[config.mk]
export PLATFORM = sky130hd
export DESIGN_NAME = slice_reader
export DESIGN_NICKNAME = d
export VERILOG_FILES = /design/src/rtl/slice_reader.sv
export SDC_FILE = /design/constraint.sdc
export NUM_CORES = 1
export LEC_CHECK = 0
export ABC_AREA = 1
export BUFFER_PORTS_ARGS = -buffer_cell sky130_fd_sc_hd__buf_2
export CORE_ASPECT_RATIO = 1.5
export CORE_MARGIN = 2
export CORE_UTILIZATION = 45
export DETAILED_ROUTE_END_ITERATION = 8
export HOLD_SLACK_MARGIN = 0.1
export PLACE_DENSITY = 0.73
export SLEW_MARGIN = 0
export SYNTH_ARGS = -nofsm -noshare
export SYNTH_HDL_FRONTEND = slang
export SYNTH_SLANG_ARGS = --single-unit
[constraint.sdc]
create_clock -name clk -period 6.1 [get_ports clk]
set_input_delay 0.305 -clock clk [delete_from_list [all_inputs] [get_ports clk]]
set_output_delay 0.305 -clock clk [all_outputs]
set_load 0.1 [all_outputs]
[src/rtl/slice_reader.sv]
// rtl/slice_reader.sv - streams RGB565 slices from the slice RAM to the LED driver through a skid FIFO.
// Optional SLICE_READER_RESYNC_EN: slice_start during READ/DRAIN drops the partial slice and restarts.
module slice_reader #(
  parameter int RAM_ADDR_WIDTH = 32,
  parameter int RAM_DATA_WIDTH = 16,
  parameter int IMAGE_IN_RAM   = 18,
  parameter int IMAGE_WIDTH    = 40,
  parameter int IMAGE_HEIGHT   = 48,
  parameter int RAM_LATENCY    = 2
) (
  input  logic                      clk,
  input  logic                      rst,
  input  logic                      stream_ready,
  input  logic                      slice_start,
  output logic [RAM_ADDR_WIDTH-1:0] ram_addr,
  output logic                      ram_rd_en,
  input  logic [RAM_DATA_WIDTH-1:0] ram_rd_data,
  output logic [RAM_DATA_WIDTH-1:0] px_data,
  output logic                      px_valid,
  input  logic                      px_ready,
  output logic                      px_first,
  output logic                      px_last,
  output logic [4:0]                slice_idx,
  output logic                      overrun
);
  localparam int IMAGE_SIZE = IMAGE_WIDTH * IMAGE_HEIGHT;
  localparam int FIFO_DEPTH = RAM_LATENCY + 2;
  localparam int PW = $clog2(IMAGE_SIZE + 1);
  localparam int CW = $clog2(FIFO_DEPTH + 1);
  localparam int FW = $clog2(FIFO_DEPTH);
  localparam logic [PW-1:0] PIX_LAST = PW'(IMAGE_SIZE - 1);
  localparam logic [4:0] IDX_LAST = 5'(IMAGE_IN_RAM - 1);
  localparam logic [RAM_ADDR_WIDTH-1:0] SLICE_SPAN = RAM_ADDR_WIDTH'(IMAGE_SIZE);
  localparam logic [FW-1:0] PTR_LAST = FW'(FIFO_DEPTH - 1);
  localparam logic [CW-1:0] DEPTH_C = CW'(FIFO_DEPTH);

  typedef enum logic [1:0] {S_IDLE, S_WAIT, S_READ, S_DRAIN} state_t;

  state_t                      state;
  logic [RAM_ADDR_WIDTH-1:0]   slice_base;
  logic [PW-1:0]               pix_rd;
  logic [PW-1:0]               pix_out;
  logic [RAM_LATENCY-1:0]      pipe;
  logic [RAM_DATA_WIDTH-1:0]   mem [FIFO_DEPTH];
  logic [FW-1:0]               wr_ptr, rd_ptr;
  logic [CW-1:0]               fifo_count, fifo_next;
  // pending = reads in flight + words held in the FIFO
  logic [CW-1:0]               pending;

  logic pop, push, busy, start_ok, resync, flush, room, issue, last_pop;
  logic [4:0]                  idx_next;
  logic [RAM_ADDR_WIDTH-1:0]   base_next;

  always_comb begin
    pop       = px_valid && px_ready;
    push      = pipe[RAM_LATENCY-1];
    busy      = (state == S_READ) || (state == S_DRAIN);
    start_ok  = stream_ready && slice_start && (state == S_WAIT);
`ifdef SLICE_READER_RESYNC_EN
    resync    = stream_ready && slice_start && busy;
`else
    resync    = 1'b0;
`endif
    flush     = !stream_ready || resync;
    room      = (pending - CW'(pop)) < DEPTH_C;
    issue     = !flush && (start_ok || ((state == S_READ) && room));
    last_pop  = pop && (pix_out == PIX_LAST);
    idx_next  = (slice_idx == IDX_LAST) ? 5'd0 : slice_idx + 5'd1;
    base_next = (slice_idx == IDX_LAST) ? '0 : slice_base + SLICE_SPAN;
    fifo_next = fifo_count + CW'(push) - CW'(pop);
  end

  assign px_data  = mem[rd_ptr];
  assign px_first = px_valid && (pix_out == '0);
  assign px_last  = px_valid && (pix_out == PIX_LAST);

  always_ff @(posedge clk) begin
    if (push) mem[wr_ptr] <= ram_rd_data;
  end

  always_ff @(posedge clk or posedge rst) begin
    if (rst) begin
      state      <= S_IDLE;
      ram_addr   <= '0;
      ram_rd_en  <= 1'b0;
      px_valid   <= 1'b0;
      slice_idx  <= '0;
      slice_base <= '0;
      overrun    <= 1'b0;
      pix_rd     <= '0;
      pix_out    <= '0;
      pipe       <= '0;
      wr_ptr     <= '0;
      rd_ptr     <= '0;
      fifo_count <= '0;
      pending    <= '0;
    end else begin
      ram_rd_en <= issue;
      if (issue) begin
        ram_addr <= slice_base + RAM_ADDR_WIDTH'(pix_rd);
        pix_rd   <= pix_rd + 1'b1;
      end
      if (stream_ready && slice_start && busy) overrun <= 1'b1;

      // Flush discards the strobe currently on the bus as well as older ones.
      if (flush) begin
        pipe       <= '0;
        wr_ptr     <= '0;
        rd_ptr     <= '0;
        fifo_count <= '0;
        pending    <= '0;
        px_valid   <= 1'b0;
        pix_out    <= '0;
        pix_rd     <= '0;
      end else begin
        pipe[0] <= ram_rd_en;
        for (int i = 1; i < RAM_LATENCY; i++) pipe[i] <= pipe[i-1];
        if (push) wr_ptr <= (wr_ptr == PTR_LAST) ? '0 : wr_ptr + 1'b1;
        if (pop)  rd_ptr <= (rd_ptr == PTR_LAST) ? '0 : rd_ptr + 1'b1;
        fifo_count <= fifo_next;
        px_valid   <= (fifo_next != '0);
        pending    <= pending + CW'(issue) - CW'(pop);
        if (pop) pix_out <= last_pop ? '0 : pix_out + 1'b1;
      end

      if (!stream_ready) begin
        state <= S_IDLE;
      end else if (resync) begin
        state      <= S_READ;
        slice_idx  <= idx_next;
        slice_base <= base_next;
      end else begin
        case (state)
          S_IDLE:  state <= S_WAIT;
          S_WAIT:  if (slice_start) state <= (pix_rd == PIX_LAST) ? S_DRAIN : S_READ;
          S_READ:  if (issue && (pix_rd == PIX_LAST)) state <= S_DRAIN;
          S_DRAIN: if (last_pop) begin
            state      <= S_WAIT;
            slice_idx  <= idx_next;
            slice_base <= base_next;
            pix_rd     <= '0;
          end
          default: state <= S_IDLE;
        endcase
      end
    end
  end
endmodule

==> flow_summary.toml <==
[sta]
unrepaired_setup_endpoints_after_global_routing = "false"
final_hold_violating_endpoints = 0
timing.final.crit_share_pct = 54.9
setup-tns-final_ns = 0
finalCriticalPeriod_ns = 3.35
finClkSkew_ns = 0.0109
achievable-frequency_mhz = 299
timing.final.max_slew_violations = 0
timing.hold.ws_ns = 0.114
max-slew-margin-rel_pct = 17.5
setup_violations = 0
worstMarginPinSlew_ns = 1.23

[drt]
drtAntennaViolNets = 0
drc = 0
drt_pass1_iterations = 7
routed-via-count = 6783
route.final.wire_length_um = 19600
detail_route.iter0.violations = 513
avgRoutedWirePerCell_um = 14.9
routed_via_density = 5.17

[die]
die_width_um = 115
floorplan.initialDensity_pct = 45.4
dieHeight_um = 171
die_area_sq_mm = 0.0197
design.core.area_sq_mm = 0.0184
num_rows = 61
floorplan.io_pins = 79

[worst_setup_path]
cp.depth = 4
crit_family = "flip-flops"
required_ns = 5.79
critPathMaxStageDelay_ns = 1.04
critPathCapture = "px_data[7]"
path_buf_inv = 2
critical_path_peak_fanout = 35
end_kind = "output pin"
reg2regPathDepth = 12
crit_path_start = "rd_ptr[0]$_DFFE_PP0P_"
timing.setup.critical_path_class = "register to output pin"
critical_path.reg2reg.startpoint = "state[1]$_DFFE_PP0P_"
worst_setup_path_start_kind = "register"
cp_max_delay_cell = "sky130_fd_sc_hd__dfrtp_1"
worstPathCellList = "inv_1 > o21ai_0 > o22ai_1 > buf_2"
r2r-end = "pending[2]$_DFF_PP0_"
cp.arrival_ns = 3.04
worst-r2r-setup-slack_ns = 3.08

[place]
dp.final_hpwl_um = 13500
dp_cells = 1265
place.gp.congestion = 0.940
detailed_place.area_sq_mm = 0.00891
placement.io_buffers = 78

[job]
timing.max_cap.violations = 0

[final_layout]
area_delta_synth_final_pct = 15.9
mostFrequentLayoutCells = "sky130_fd_sc_hd__nand2_1 (243), sky130_fd_sc_hd__inv_1 (104), sky130_fd_sc_hd__nor2_1 (102)"
drive_gt1_share_pct = 13.4
layoutNonFillerInstCount = 1313
finish.instance_area_sq_mm = 0.00967
antenna-diode-count = 0
final_net_count = 1093
mostFrequentLayoutCell = "sky130_fd_sc_hd__nand2_1"

[clocking]
cts_made_buffers = 17
post_cts_resize_count = 0
tritoncts = "done"
htreeDepth = 4
clkSlewWorstSetupHoldPaths_ns = 0.07
clk_latency_ns = 0.43
tritoncts_num_sinks = 165
clock_tree.buffer_depth = 2
clock_tree.root_cell = "sky130_fd_sc_hd__clkbuf_16"

[power_and_ir_drop]
pwr-share-seq_pct = 35.3
leakage_nw = 4.43
power.share.switching_pct = 46.8
power_frac_comb_pct = 37.0
vdd_drop_max_uv = 356
netSwitchingPower_mw = 1.82
fin_total_pwr_mw = 3.90
powerDensity_mw_per_mm2 = 403
internal_cell_power_mw = 2.08
power_frac_clock_pct = 27.7

[grt]
grt_start_max_net_pins = 74
initial_antenna_violation_count = 0
via_count_of_the_first_global_routing_pass = 6580
first_pass_grt_wire_length_um = 32100
grt_overflow = 0
globalRouteTotalUtil_pct = 20.8

[logic_synthesis]
syn_area_per_cell_sq_um = 8.67
syn-instance-count = 962
register_bit_count_reported_by_yosys = 165
mappedNetlistArea_sq_mm = 0.00834
yosysUniqueCellTypes = 42
synth_sequential_area_ratio_pct = 53.3
synth_warnings = 0
ys_dominant_reg_cell = "sky130_fd_sc_hd__dfrtp_1"
async_flop_share_pct = 61.2
synth_edf_count = 64
postSynthNetCount = 1007

[worst_hold_path]
hold_path_class = "input port to register"

[outcome]
run_status = "finished clean"
[cells by family (layout without fill, tap and decap cells)]
logic type | count (synthesis) | after routing | synth area share, %
AND/OR/NAND/NOR | 490 | 490 | 25.6
flip-flops | 165 | 165 | 53.3
buffers and inverters | 136 | 235 | 6.67
AO/OA/AOI/OAI | 124 | 124 | 8.19
adder cells (fa/ha/maj) | 24 | 24 | 3.78
XOR/XNOR | 22 | 22 | 2.31
multiplexers | 1 | 1 | 0.120
[layout make-up]
type / instances / area (sq um)
fill: 1645 / 8730
sequential: 165 / 4450
multi-input combinational: 661 / 3340
timing repair buffer: 96 / 566
clock buffer: 17 / 425
inverter: 107 / 404
tap: 252 / 315
clock inverter: 15 / 171
[routing by layer]
metal / wire length [um] / up-vias / global-route usage (%)
met5: 0 / - / 0
met4: 687 / 0 / 9.53
met3: 696 / 50 / 3.58
met2: 10300 / 167 / 37.2
met1: 7900 / 3225 / 24.0
li1: - / 3341 / -
[state kept, by name, indices dropped and copies added, names as in the netlist, 3 cells and up]
signal      flops
pix_rd         11
pending         3
ram_addr       32
mem            64
fifo_count      3
slice_base     25
slice_idx       5
pix_out        11
[worst min-delay path by stage]
stage	end	start	depth (start not counted)
floorplan	mem[0][0]$_DFFE_PP_	ram_rd_data[0]	0
global placement	slice_idx[2]$_DFFE_PP0P_	rst	2
detailed placement	slice_idx[2]$_DFFE_PP0P_	rst	2
CTS	mem[2][3]$_DFFE_PP_	ram_rd_data[3]	1
global route	mem[2][3]$_DFFE_PP_	ram_rd_data[3]	1
finish	mem[2][3]$_DFFE_PP_	ram_rd_data[3]	1
[power groups by stage]
| stage | clock network, mW | registers [mW] | logic [mW] |
|---|---|---|---|
| finish | 1.08 | 1.38 | 1.44 |
| global route | 1.15 | 1.40 | 1.53 |
| CTS | 1.09 | 1.38 | 1.45 |
| detailed placement | 0 | 1.40 | 1.44 |
| global placement | 0 | 1.40 | 1.42 |
| floorplan | 0 | 2.00 | 0.588 |
[through the flow]
stage / util (%) / worst slack [ns]
4_1_cts: 52.6 / 2.77
3_3_place_gp: 48.4 / 3.14
5_1_grt: 52.6 / 2.48
2_1_floorplan: - / 2.61
6_report: 52.6 / 2.75
3_5_place_dp: 48.4 / 3.03
[worst reg2reg max path, delay by kind of cell (launching register included)]
kind	cells	cell delay (ns)
buffers and inverters	3	0.18
AND/OR/NAND/NOR	4	0.94
flip-flops	1	0.41
adder cells (fa/ha/maj)	4	1.23
XOR/XNOR	1	0.15
[what timing repair did]
item                                   4_1_cts  5_1_grt
setup buffers                                0        0
hold buffers                                16        0
endpoints found under the hold margin       88        0
[synth_stat cells (10+ instances only)]
cell type	n	area, sq um
sky130_fd_sc_hd__dfrtp_1	101	2530
sky130_fd_sc_hd__nand3_1	72	360
sky130_fd_sc_hd__inv_1	105	394
sky130_fd_sc_hd__o21ai_0	75	375
sky130_fd_sc_hd__ha_1	22	275
sky130_fd_sc_hd__edfxtp_1	64	1920
sky130_fd_sc_hd__nand2_1	243	912
sky130_fd_sc_hd__buf_2	13	65.1
sky130_fd_sc_hd__nand4_1	28	175
sky130_fd_sc_hd__nor2_1	102	383
sky130_fd_sc_hd__nor3_1	15	75.1
sky130_fd_sc_hd__xor2_1	15	131
sky130_fd_sc_hd__clkbuf_1	10	37.5
sky130_fd_sc_hd__a21oi_1	14	70.1
sky130_fd_sc_hd__o22ai_1	20	125
Note: power is estimated with default switching activity, not from simulation.
